==> src/rtl/rf_bank_arbiter.sv <==
// rf_bank_arbiter: per-cycle 4-bank register file scheduler (writeback vs. operand collector reads) with read-return tracking.
// Optional RF_ARB_STATS_EN adds per-bank conflict counters with stats_clr.
module rf_bank_arbiter #(
  parameter int NUM_OC     = 4,
  parameter int ROW_W      = 3,
  parameter int RD_LAT     = 1,
  parameter int STARVE_LIM = 3
) (
  input  logic                    clk,
  input  logic                    rst,
  input  logic [NUM_OC-1:0]       oc_req_valid,
  input  logic [2*NUM_OC-1:0]     oc_req_bank,
  input  logic [ROW_W*NUM_OC-1:0] oc_req_row,
  output logic [NUM_OC-1:0]       oc_gnt,
  input  logic                    wb_valid,
  input  logic [1:0]              wb_bank,
  input  logic [ROW_W-1:0]        wb_row,
  output logic                    wb_ready,
  output logic [3:0]              bank_en,
  output logic [3:0]              bank_wr,
  output logic [4*ROW_W-1:0]      bank_row,
  output logic [11:0]             bank_ocid,
  output logic [NUM_OC-1:0]       rd_ret_valid,
  output logic [2*NUM_OC-1:0]     rd_ret_bank
`ifdef RF_ARB_STATS_EN
  ,
  input  logic                    stats_clr,
  output logic [63:0]             bank_conflict_cnt
`endif
);
  localparam int PW = NUM_OC > 1 ? $clog2(NUM_OC) : 1;

  logic [PW-1:0]     r_rr     [4];
  logic [3:0]        r_starve [4];
  logic              r_pv     [4][RD_LAT];
  logic [2:0]        r_po     [4][RD_LAT];
  logic [NUM_OC-1:0] w_cand   [4];
  logic [PW-1:0]     w_sel    [4];
  logic [3:0]        w_wb_c, w_any_rd, w_wb_win, w_rd_win;

  always_comb begin
    for (int b = 0; b < 4; b++) begin
      logic found;
      int   k;
      found       = 1'b0;
      w_sel[b]    = '0;
      w_wb_c[b]   = wb_valid && wb_bank == 2'(b);
      for (int i = 0; i < NUM_OC; i++)
        w_cand[b][i] = oc_req_valid[i] && oc_req_bank[2*i +: 2] == 2'(b);
      w_any_rd[b] = |w_cand[b];
      // round-robin search starting at this bank's pointer
      for (int j = 0; j < NUM_OC; j++) begin
        k = int'(r_rr[b]) + j;
        if (k >= NUM_OC) k = k - NUM_OC;
        if (!found && w_cand[b][k]) begin
          w_sel[b] = PW'(k);
          found    = 1'b1;
        end
      end
      w_wb_win[b] = w_wb_c[b] && !(r_starve[b] == 4'(STARVE_LIM) && w_any_rd[b]);
      w_rd_win[b] = w_any_rd[b] && !w_wb_win[b];
    end
  end

  always_comb begin
    oc_gnt = '0;
    for (int i = 0; i < NUM_OC; i++)
      oc_gnt[i] = !rst && oc_req_valid[i] && w_rd_win[oc_req_bank[2*i +: 2]]
                  && w_sel[oc_req_bank[2*i +: 2]] == PW'(i);
    wb_ready = !rst && wb_valid && w_wb_win[wb_bank];
  end

  always_comb begin
    rd_ret_valid = '0;
    rd_ret_bank  = '0;
    for (int b = 0; b < 4; b++)
      for (int i = 0; i < NUM_OC; i++)
        if (r_pv[b][RD_LAT-1] && r_po[b][RD_LAT-1] == 3'(i)) begin
          rd_ret_valid[i]       = 1'b1;
          rd_ret_bank[2*i +: 2] = 2'(b);
        end
  end

  always_ff @(posedge clk or posedge rst) begin
    if (rst) begin
      bank_en   <= '0;
      bank_wr   <= '0;
      bank_row  <= '0;
      bank_ocid <= '0;
      for (int b = 0; b < 4; b++) begin
        r_rr[b]     <= '0;
        r_starve[b] <= '0;
        for (int s = 0; s < RD_LAT; s++) begin
          r_pv[b][s] <= 1'b0;
          r_po[b][s] <= '0;
        end
      end
    end else begin
      for (int b = 0; b < 4; b++) begin
        bank_en[b] <= w_wb_win[b] | w_rd_win[b];
        if (w_wb_win[b]) begin
          bank_wr[b]               <= 1'b1;
          bank_row[ROW_W*b +: ROW_W] <= wb_row;
          bank_ocid[3*b +: 3]      <= '0;
        end else if (w_rd_win[b]) begin
          bank_wr[b]               <= 1'b0;
          bank_row[ROW_W*b +: ROW_W] <= oc_req_row[ROW_W*w_sel[b] +: ROW_W];
          bank_ocid[3*b +: 3]      <= 3'(w_sel[b]);
          r_rr[b]                  <= int'(w_sel[b]) == NUM_OC-1 ? '0 : w_sel[b] + PW'(1);
        end
        r_starve[b] <= (w_any_rd[b] && w_wb_win[b])
                       ? (r_starve[b] == 4'(STARVE_LIM) ? r_starve[b] : r_starve[b] + 4'd1) : 4'd0;
        // return pipeline is fed by the issued command, so data lands RD_LAT after bank_en
        r_pv[b][0] <= bank_en[b] & ~bank_wr[b];
        r_po[b][0] <= bank_ocid[3*b +: 3];
        for (int s = 1; s < RD_LAT; s++) begin
          r_pv[b][s] <= r_pv[b][s-1];
          r_po[b][s] <= r_po[b][s-1];
        end
      end
    end
  end

`ifdef RF_ARB_STATS_EN
  logic [3:0] w_conf;

  always_comb
    for (int b = 0; b < 4; b++)
      w_conf[b] = ($countones(w_cand[b]) + int'(w_wb_c[b])) > 1;

  always_ff @(posedge clk or posedge rst) begin
    if (rst) bank_conflict_cnt <= '0;
    else
      for (int b = 0; b < 4; b++)
        if (stats_clr) bank_conflict_cnt[16*b +: 16] <= '0;
        else if (w_conf[b] && bank_conflict_cnt[16*b +: 16] != 16'hFFFF)
          bank_conflict_cnt[16*b +: 16] <= bank_conflict_cnt[16*b +: 16] + 16'd1;
  end
`endif
endmodule
==> config.mk <==
export PLATFORM = sky130hd
export DESIGN_NAME = rf_bank_arbiter
export DESIGN_NICKNAME = d
export VERILOG_FILES = /design/src/rtl/rf_bank_arbiter.sv
export SDC_FILE = /design/constraint.sdc
export NUM_CORES = 1
export LEC_CHECK = 0
export CAP_MARGIN = 30
export CORE_MARGIN = 5
export CORE_UTILIZATION = 52
export CTS_BUF_LIST = sky130_fd_sc_hd__clkbuf_16
export DETAILED_ROUTE_END_ITERATION = 10
export GPL_ROUTABILITY_DRIVEN = 0
export PLACE_DENSITY = 0.81
export SLEW_MARGIN = 20
export SYNTH_ARGS = -nofsm -noshare
export SYNTH_HDL_FRONTEND = slang
export SYNTH_SLANG_ARGS = --single-unit
==> constraint.sdc <==
create_clock -name clk -period 5.2 [get_ports clk]
set_input_delay 1.3 -clock clk [delete_from_list [all_inputs] [get_ports clk]]
set_output_delay 1.3 -clock clk [all_outputs]
set_load 0.01 [all_outputs]
## After elaboration in Yosys (flattened, before gate mapping)

Cells that the tools add are included.

| storage, ports and cells | value |
|---|---|
| register bits | 72 |
| input port bits | 32 |
| output and inout bits | 49 |
| word-level logic and storage cells | 475 |

| cells by class | value |
|---|---|
| add/subtract/negate cells | 36 |
| multiply operators | 4 |
| magnitude comparators | 41 |
| eq/ne operators | 42 |
| shift operators | 4 |
| muxes and demuxes | 178 |
| bitwise gates (word level) | 20 |
| reduce and logical (&&, ||, !) cells | 121 |

Operator list:

| kind | count |
|---|---|
| 32-bit by 4-bit less-than comparator with 1-bit output, second input constant | 16 |
| 32-bit 2-to-1 mux | 16 |
| 1-bit logical AND | 78 |
| 1-bit 2-to-1 mux | 77 |
| 2-bit 2-to-1 mux | 36 |
| 3-bit >= comparator, second input constant | 16 |
| 3-bit 2-to-1 mux | 16 |
| 12-bit by 5-bit indexed part select with 3-bit output | 4 |
| 3-bit by 3-bit subtractor with 4-bit output, second input constant | 12 |
| 1-bit binary-select mux with 2-bit select | 21 |
| 4-bit 2-to-1 mux | 8 |
| 2-bit by 2-bit adder with 3-bit output, second input constant | 8 |
| 2-bit equality test, second input constant | 12 |
| 3-bit by 2-bit equality test with 1-bit output, second input constant | 8 |
| 1-bit logical NOT | 21 |
| 2-bit by 1-bit equality test with 1-bit output, second input constant | 10 |
| 4-bit by 1-bit adder with 4-bit output, second input constant | 4 |
| 2-bit binary-select mux with 2-bit select | 4 |
| 4-bit by 2-bit equality test with 1-bit output, second input constant | 4 |
| 2-bit by 2-bit multiplier with 4-bit output, first input constant | 4 |
| 4-bit OR reduction | 4 |
| 2-bit by 3-bit subtractor with 4-bit output, second input constant | 4 |
| 2-bit by 3-bit less-than comparator with 1-bit output, second input constant | 5 |
| 2-bit by 1-bit adder with 3-bit output, second input constant | 4 |
| other kinds (12) | 54 |

## Logic depth before layout (Yosys ltp)

| depth | value |
|---|---|
| depth after elaboration | 20 |
| depth in mapped cells | 9 |

## Worst setup path after synthesis

No wires, ideal clock.

| path | value |
|---|---|
| kind | input to output |
| start point | input rst |
| end point | output oc_gnt[2] |
| data arrival time | 3.388 ns |
| data required time | 3.900 ns |
| setup slack | 0.512 ns |
| stages | 3 |
| path buffers | 0 |
| cells stage by stage | inv_1 -> o311ai_0 -> nor3_1 |

| between the ends | value |
|---|---|
| longest elaborated chain between the ends | 4 |

RTL lines:

| element | line | text |
|---|---|---|
| from (decl) | 10 | `input logic rst,` |
| 1-bit logical NOT (no source line) | -- |  |
| 1-bit logical AND (2 in a row) | 68 | `oc_gnt[i] = !rst && oc_req_valid[i] && w_rd_win[oc_req_bank[2*i +: 2]]` |
| 1-bit logical AND | 69 | `&& w_sel[oc_req_bank[2*i +: 2]] == PW'(i);` |
| to (decl) | 14 | `output logic [NUM_OC-1:0] oc_gnt,` |

No other way between the ends.

## Worst setup path in the final report

| path | value |
|---|---|
| start point | input oc_req_bank[4] |
| end point | output oc_gnt[1] |

| between the ends | value |
|---|---|
| longest elaborated chain between the ends | 20 |
| elaborated cells on any way between the ends | 140 |

RTL lines:

| element | line | text |
|---|---|---|
| from (decl) | 12 | `input logic [2*NUM_OC-1:0] oc_req_bank,` |
| 2-bit equality test (tied with other cells) | 49 | `w_cand[b][i] = oc_req_valid[i] && oc_req_bank[2*i +: 2] == 2'(b);` |
| 1-bit logical AND | 49 |  |
| 1-bit binary-select mux with 2-bit select | 55 | `if (!found && w_cand[b][k]) begin` |
| 1-bit 2-to-1 mux (not written as such) (2 in a row) | 55 |  |
| 1-bit 2-to-1 mux | 55 |  |
| 1-bit logical NOT | 55 |  |
| 1-bit logical AND | 55 |  |
| 1-bit 2-to-1 mux | 55 |  |
| [... 2 more ...] | -- |  |
| 1-bit 2-to-1 mux | 55 |  |
| 1-bit logical NOT | 55 |  |
| 1-bit logical AND | 55 |  |
| 2-bit 2-to-1 mux | 55 |  |
| 2-bit binary-select mux with 2-bit select | 69 |  |
| 2-bit 2-to-1 mux (not written as such) (2 in a row) | 69 |  |
| 2-bit by 1-bit equality test with 1-bit output | 69 |  |
| 1-bit logical AND (*) | 69 |  |

Mark *: on every way between the ends. The rest lies on a longest branch, timed or not. The select of a mux whose other input is x is not followed.

==> results.ini <==
[sta]
relSlewSlack=0.6719
tns_ns=0
finalHoldViolCount=0
fmax_mhz=194.9
skew_ns=0.002036
fin_crit_sh=0.9867
hold-worst-slack_ns=0.3914
period_needed_ns=5.131
setup_violations=0
slew_viol_final=0
max_slew.worst_pin.slew_ns=0.4881
rsz0062_at_grt=yes

[global_routing]
antenna_found_initial=0
grt_pass1_vias=3706
grt_util_all_layers=0.2562
grt_max_degree=33
overflow=0
grt_pass1_wl_um=18090

[worst_setup_path]
critPathMaxFanout=6
slowest_delay_ns=0.54
worst-setup-path-type=in -> out
path_cells=clkdlybuf4s50_1 > buf_4 > nand3b_4 > mux2i_1 > a221oi_2 > and2_1 > buf_4 > a221o_1 > and4_1 > clkdlybuf4s50_1
reg2reg_from=r_rr[5]
cp_slowest_cell=clkdlybuf4s50_1
arrival_ns=3.83
end_kind=output pin
cp.required_ns=3.90
cp-start-kind=input port
reg2regPathDepth=7
worstSetupStartpoint=oc_req_bank[4]

[layout]
n_antenna_cell=0
seqCellArea_um2=1602
mostFrequentLayoutCell=clkdlybuf4s50_1
multi_input_area_um2=2128
layout_common_cells=clkdlybuf4s50_1, dfrtp_1, buf_4
layout.nets=557
layout-drive-gt1-share=0.1749
fillers=529
area_growth_pct=38.91

[floorplanning]
die_w_um=95.68
start_util=0.5291
die_h_um=95.68
coreArea_um2=7214
ios=81
fp-row-count=31
die-area_um2=9155

[logic_synthesis]
yosysUniqueCellTypes=72
ys_seq_elements=64
seq_area_frac_synth=0.4195
synth_flop_cell=dfrtp_1
syn_area_um2=3817
avgSynthCellArea_um2=9.567
async_reset_ff_frac=1.000
synth_edf_count=0
syn_inst=399
synth_warnings=0

[clock_network]
numCtsBuffers=9
clk_pin_slew_worst_paths_ns=0.05
clock_latency_ns=0.32
clock_path_buffers=2
cts_tree=done
h-tree-depth=3
cts_sinks=64
cts_root_buffer=clkbuf_16

[routing]
ant_nets=0
wl_per_cell_um=17.85
wirelength_um=11160
post-route-drc-count=0
first_iter_violations=181
via_count=3720
avgViaCountPerCell=5.952
drt_pass1_iterations=5

[power]
ir_drop_v=0.0001587
netSwitchingPower_w=0.0004855
p_per_area_nw_per_um2=311.5
p_leak_nw=2.401
p_int_w=0.001166
switching_share=0.2940
p_clk_frac=0.348
share_seq_of_total_power=0.378
share_comb_of_total_power=0.275

[job]
max_cap_violations=0

[hold_path]
min_path_cells=0
min_from=bank_ocid[9]
hp-class=reg -> reg

[placement]
portBuffers=76
dp_hpwl_um=8827

[outcome]
status=completed

==> logic make-up after synthesis <==
logic type               count (synthesis)  share of synthesized area
AND/OR/NAND/NOR                        168                     0.2540
AO/OA/AOI/OAI                           97                     0.1852
flip-flops                              64                     0.4195
buffers and inverters                   30                    0.03736
multiplexers                            23                    0.06227
XOR/XNOR                                12                    0.02753
adder cells (fa/ha/maj)                  4                    0.01311
other                                    1                  0.0009823
==> flip-flops by register name (all words and copies together), names as in the netlist <==
register	cells
r_starve	16
bank_row	12
bank_ocid	8
r_po	8
r_rr	8
bank_en	4
bank_wr	4
r_pv	4
==> cell usage after synthesis, drive strengths merged, types with 9 or more instances <==
library cell	n	area (µm²)
dfrtp	64	1602
a21oi	17	92.59
buf	12	75.07
nand3b	9	71.32
o21ai	20	100.1
inv	16	60.05
nand2	32	120.1
nor2	36	145.1
nand3	21	105.1
nor2b	10	62.56
nor3b	13	123.9
mux2i	17	170.2
==> power by group through the flow <==
stage                     sequential, W  clock, W  combinational (W)
after floorplan                0.000629         0           0.000209
after global placement         0.000625         0           0.000436
after detailed placement       0.000628         0           0.000448
after CTS                      0.000620  0.000583           0.000450
after global routing           0.000631  0.000603           0.000490
final                          0.000624  0.000574           0.000454
==> stage by stage <==
stage	util	cells	power, W	worst slack, ns	area, µm²
after floorplan	-	402	0.0008386	0.5119	3829
after global placement	0.6877	607	0.001060	-0.03288	4961
after detailed placement	0.6877	607	0.001076	-0.07235	4961
after CTS	0.7312	625	0.001654	0.05457	5275
after global routing	0.7350	625	0.001725	-0.002156	5303
final	0.7350	625	0.001652	0.06908	5303
==> final cells by class <==
type | count | share of cell area
flip-flops and latches | 64 | 0.3020
clock buffers | 9 | 0.04247
multi-input cells | 308 | 0.4014
repair buffers | 122 | 0.2074
inverters | 16 | 0.01133
clock inverters | 7 | 0.01203
well taps | 99 | 0.02336
==> path summary, 6_finish.rpt <==
| kind | end | slack [ns] |
|---|---|---|
| hold / removal | r_po[0] | 0.39 |
| setup / recovery | oc_gnt[1] | 0.07 |
| setup reg to reg | bank_row[5] | 3.17 |
| max in group asynchronous | r_po[9] | 3.35 |
| min in group asynchronous | bank_row[9] | 1.55 |
| hold reg to reg | r_po[0] | 0.39 |
==> critical path: cells and delay by family <==
kind	cells	cell delay, ns
AND/OR/NAND/NOR	3	0.54
AO/OA/AOI/OAI	2	0.43
buffers and inverters	4	1.36
multiplexers	1	0.19
==> per-layer routing <==
layer,routed length [µm],vias up,track usage
met2,5368,183,0.4285
li1,-,1709,-
met4,349,0,0.09597
met3,777,32,0.04657
met5,0,-,0
met1,4660,1796,0.3301
==> repair_timing <==
item                                    4_1_cts  5_1_grt
setup buffers                                 2        0
hold buffers                                  0        0
endpoints found under the setup margin        4        2
gates resized for setup                      12        7
Power figures use the tool's default switching activity.
==> variant: new RTL, same settings <==
The parameter `NUM_OC` goes from 4 to 2.
--- a/src/rtl/rf_bank_arbiter.sv
+++ b/src/rtl/rf_bank_arbiter.sv
@@ -1,7 +1,7 @@
 // rf_bank_arbiter: per-cycle 4-bank register file scheduler (writeback vs. operand collector reads) with read-return tracking.
 // Optional RF_ARB_STATS_EN adds per-bank conflict counters with stats_clr.
 module rf_bank_arbiter #(
-  parameter int NUM_OC     = 4,
+  parameter int NUM_OC     = 2,
   parameter int ROW_W      = 3,
   parameter int RD_LAT     = 1,
   parameter int STARVE_LIM = 3
Interface: changed (6 resized); port bits go from 81 to 61. The function was not compared with the original's and may differ.
==> variant against the unedited design <==
- clock skew up 3.6 ps
- sequential share of layout area up 6.1 points
- combinational power down 47%
- register-to-register slack better by 150 ps
- worst setup slack better by 90 ps
- design area down 32%
- sequential cell count down 12
- routed wire length down 37%
- area after synthesis down 27%
- total power down 34%
- largest power group unchanged
- highest routed layer unchanged
==> variant: results <==
set metrics [dict create \
    grt_use_met3_pct 4.06 \
    drive_gt1_share_pct 11.3 \
    synth_top_area_share_pct 47.0 \
    fin_skew_ps 5.62 \
    clk-insertion-delay-late_ps 290 \
    grt_max_degree 53 \
    cts_max_level 2 \
    post-cts-setup-buffer-count 0 \
    via_per_inst 5.77 \
    arrival_ps 3740 \
    ctsResizeCount 0 \
    synth_commonest_cells "dfrtp_1, nor2_1, nand3_1" \
    use_met1_pct 25.9 \
    routedWlPerCell_um 17.2 \
    firstDrtPassIters 4 \
    synth_area_leaders "dfrtp_1, nand3_1, nor2_1" \
    switchingPower_w 0.000285 \
    relSlewSlack_pct 52.1 \
    status "complete, no violations" \
    path_clk_slew_ps 70 \
    fin_nets 360 \
    dpl.hpwl_mm 5.26 \
    place_ws_ps 169 \
    yosys_warnings 0 \
    met2_usage_pct 36.2 \
    grt_pass1_vias 2389 \
    drtIter0Drc 138 \
    grt_pass1_wl_mm 11.8 \
    crit_start "oc_req_bank[3]" \
    ys_seq_area_share_pct 47.0 \
    slowest_delay_ps 720 \
    port-buffer-count 52 \
    ys_types 55 \
    power_leakage_nw 1.62 \
    numCtsBuffers 5 \
    grtUsageTotal_pct 20.9 \
    vdd_drop_max_v 0.000164 \
]
## variant: cell types whose count changed in the layout (fill, tap and decap cells not counted), sizes merged, moves of 6 or more
cell / unedited run / this run
a22oi: 7 / 1
buf: 46 / 14
clkdlybuf4s50: 65 / 52
dfrtp: 64 / 52
dlygate4sd2: 9 / 0
mux2: 6 / 0
mux2i: 17 / 5
nand2: 32 / 16
nand4: 6 / 0
nor2: 36 / 24
nor3b: 13 / 6
or2: 6 / 0
## variant: path summary, 6_finish.rpt
| check | slack [ps] | cells past startpoint | endpoint |
|---|---|---|---|
| worst max register to register | 3320 | 4 | bank_row[6] |
| worst min register to register | 420 | 0 | r_po[0] |
| min in group asynchronous | 1590 | 3 | r_starve[7] |
| worst min-delay path | 420 | 0 | r_po[0] |
| max in group asynchronous | 3170 | 3 | r_pv[2] |
| worst max-delay path | 160 | 6 | oc_gnt[0] |
## variant: kinds of logic (layout without fill, tap and decap cells)
family                   Yosys count  count (layout)  synth area share, %
multiplexers                       6               6                 2.62
AND/OR/NAND/NOR                  115             115                 25.3
adder cells (fa/ha/maj)            4               4                 1.81
AO/OA/AOI/OAI                     57              57                 15.3
buffers and inverters             27              86                 5.06
XOR/XNOR                           9               9                 2.85
flip-flops                        52              52                 47.0
other                              1               8                0.135
## variant: final cells by class
cell class | instances | area (um^2)
Fill cell | 417 | 1560
Multi-Input combinational cell | 199 | 1350
Sequential cell | 52 | 1300
Timing Repair Buffer | 66 | 626
Clock buffer | 5 | 125
Tap cell | 70 | 87.6
Inverter | 12 | 45.0
Clock inverter | 3 | 42.5
## variant: stage by stage
step | utilization (%) | power, W | instances | instance area [um^2]
after CTS | 69.7 | 0.00109 | 407 | 3580
after global placement | 66.4 | 0.000717 | 399 | 3410
after detailed placement | 66.4 | 0.000724 | 399 | 3410
final | 69.7 | 0.00109 | 407 | 3580
after floorplan | - | 0.000594 | 278 | 2800
after global routing | 69.7 | 0.00114 | 407 | 3580
## variant: routing by layer
metal | routed length, um | part of all wire, %
met1 | 2890 | 41
met2 | 3580 | 51
met3 | 424 | 6.0
met4 | 125 | 1.8
met5 | 0 | 0
## variant: power by group through the flow
| stage | combinational, W | clock (W) | sequential [W] |
|---|---|---|---|
| final | 0.000242 | 0.000370 | 0.000476 |
| after floorplan | 0.000105 | 0 | 0.000489 |
| after global placement | 0.000235 | 0 | 0.000483 |
| after detailed placement | 0.000240 | 0 | 0.000484 |
| after CTS | 0.000243 | 0.000374 | 0.000477 |
| after global routing | 0.000262 | 0.000394 | 0.000482 |
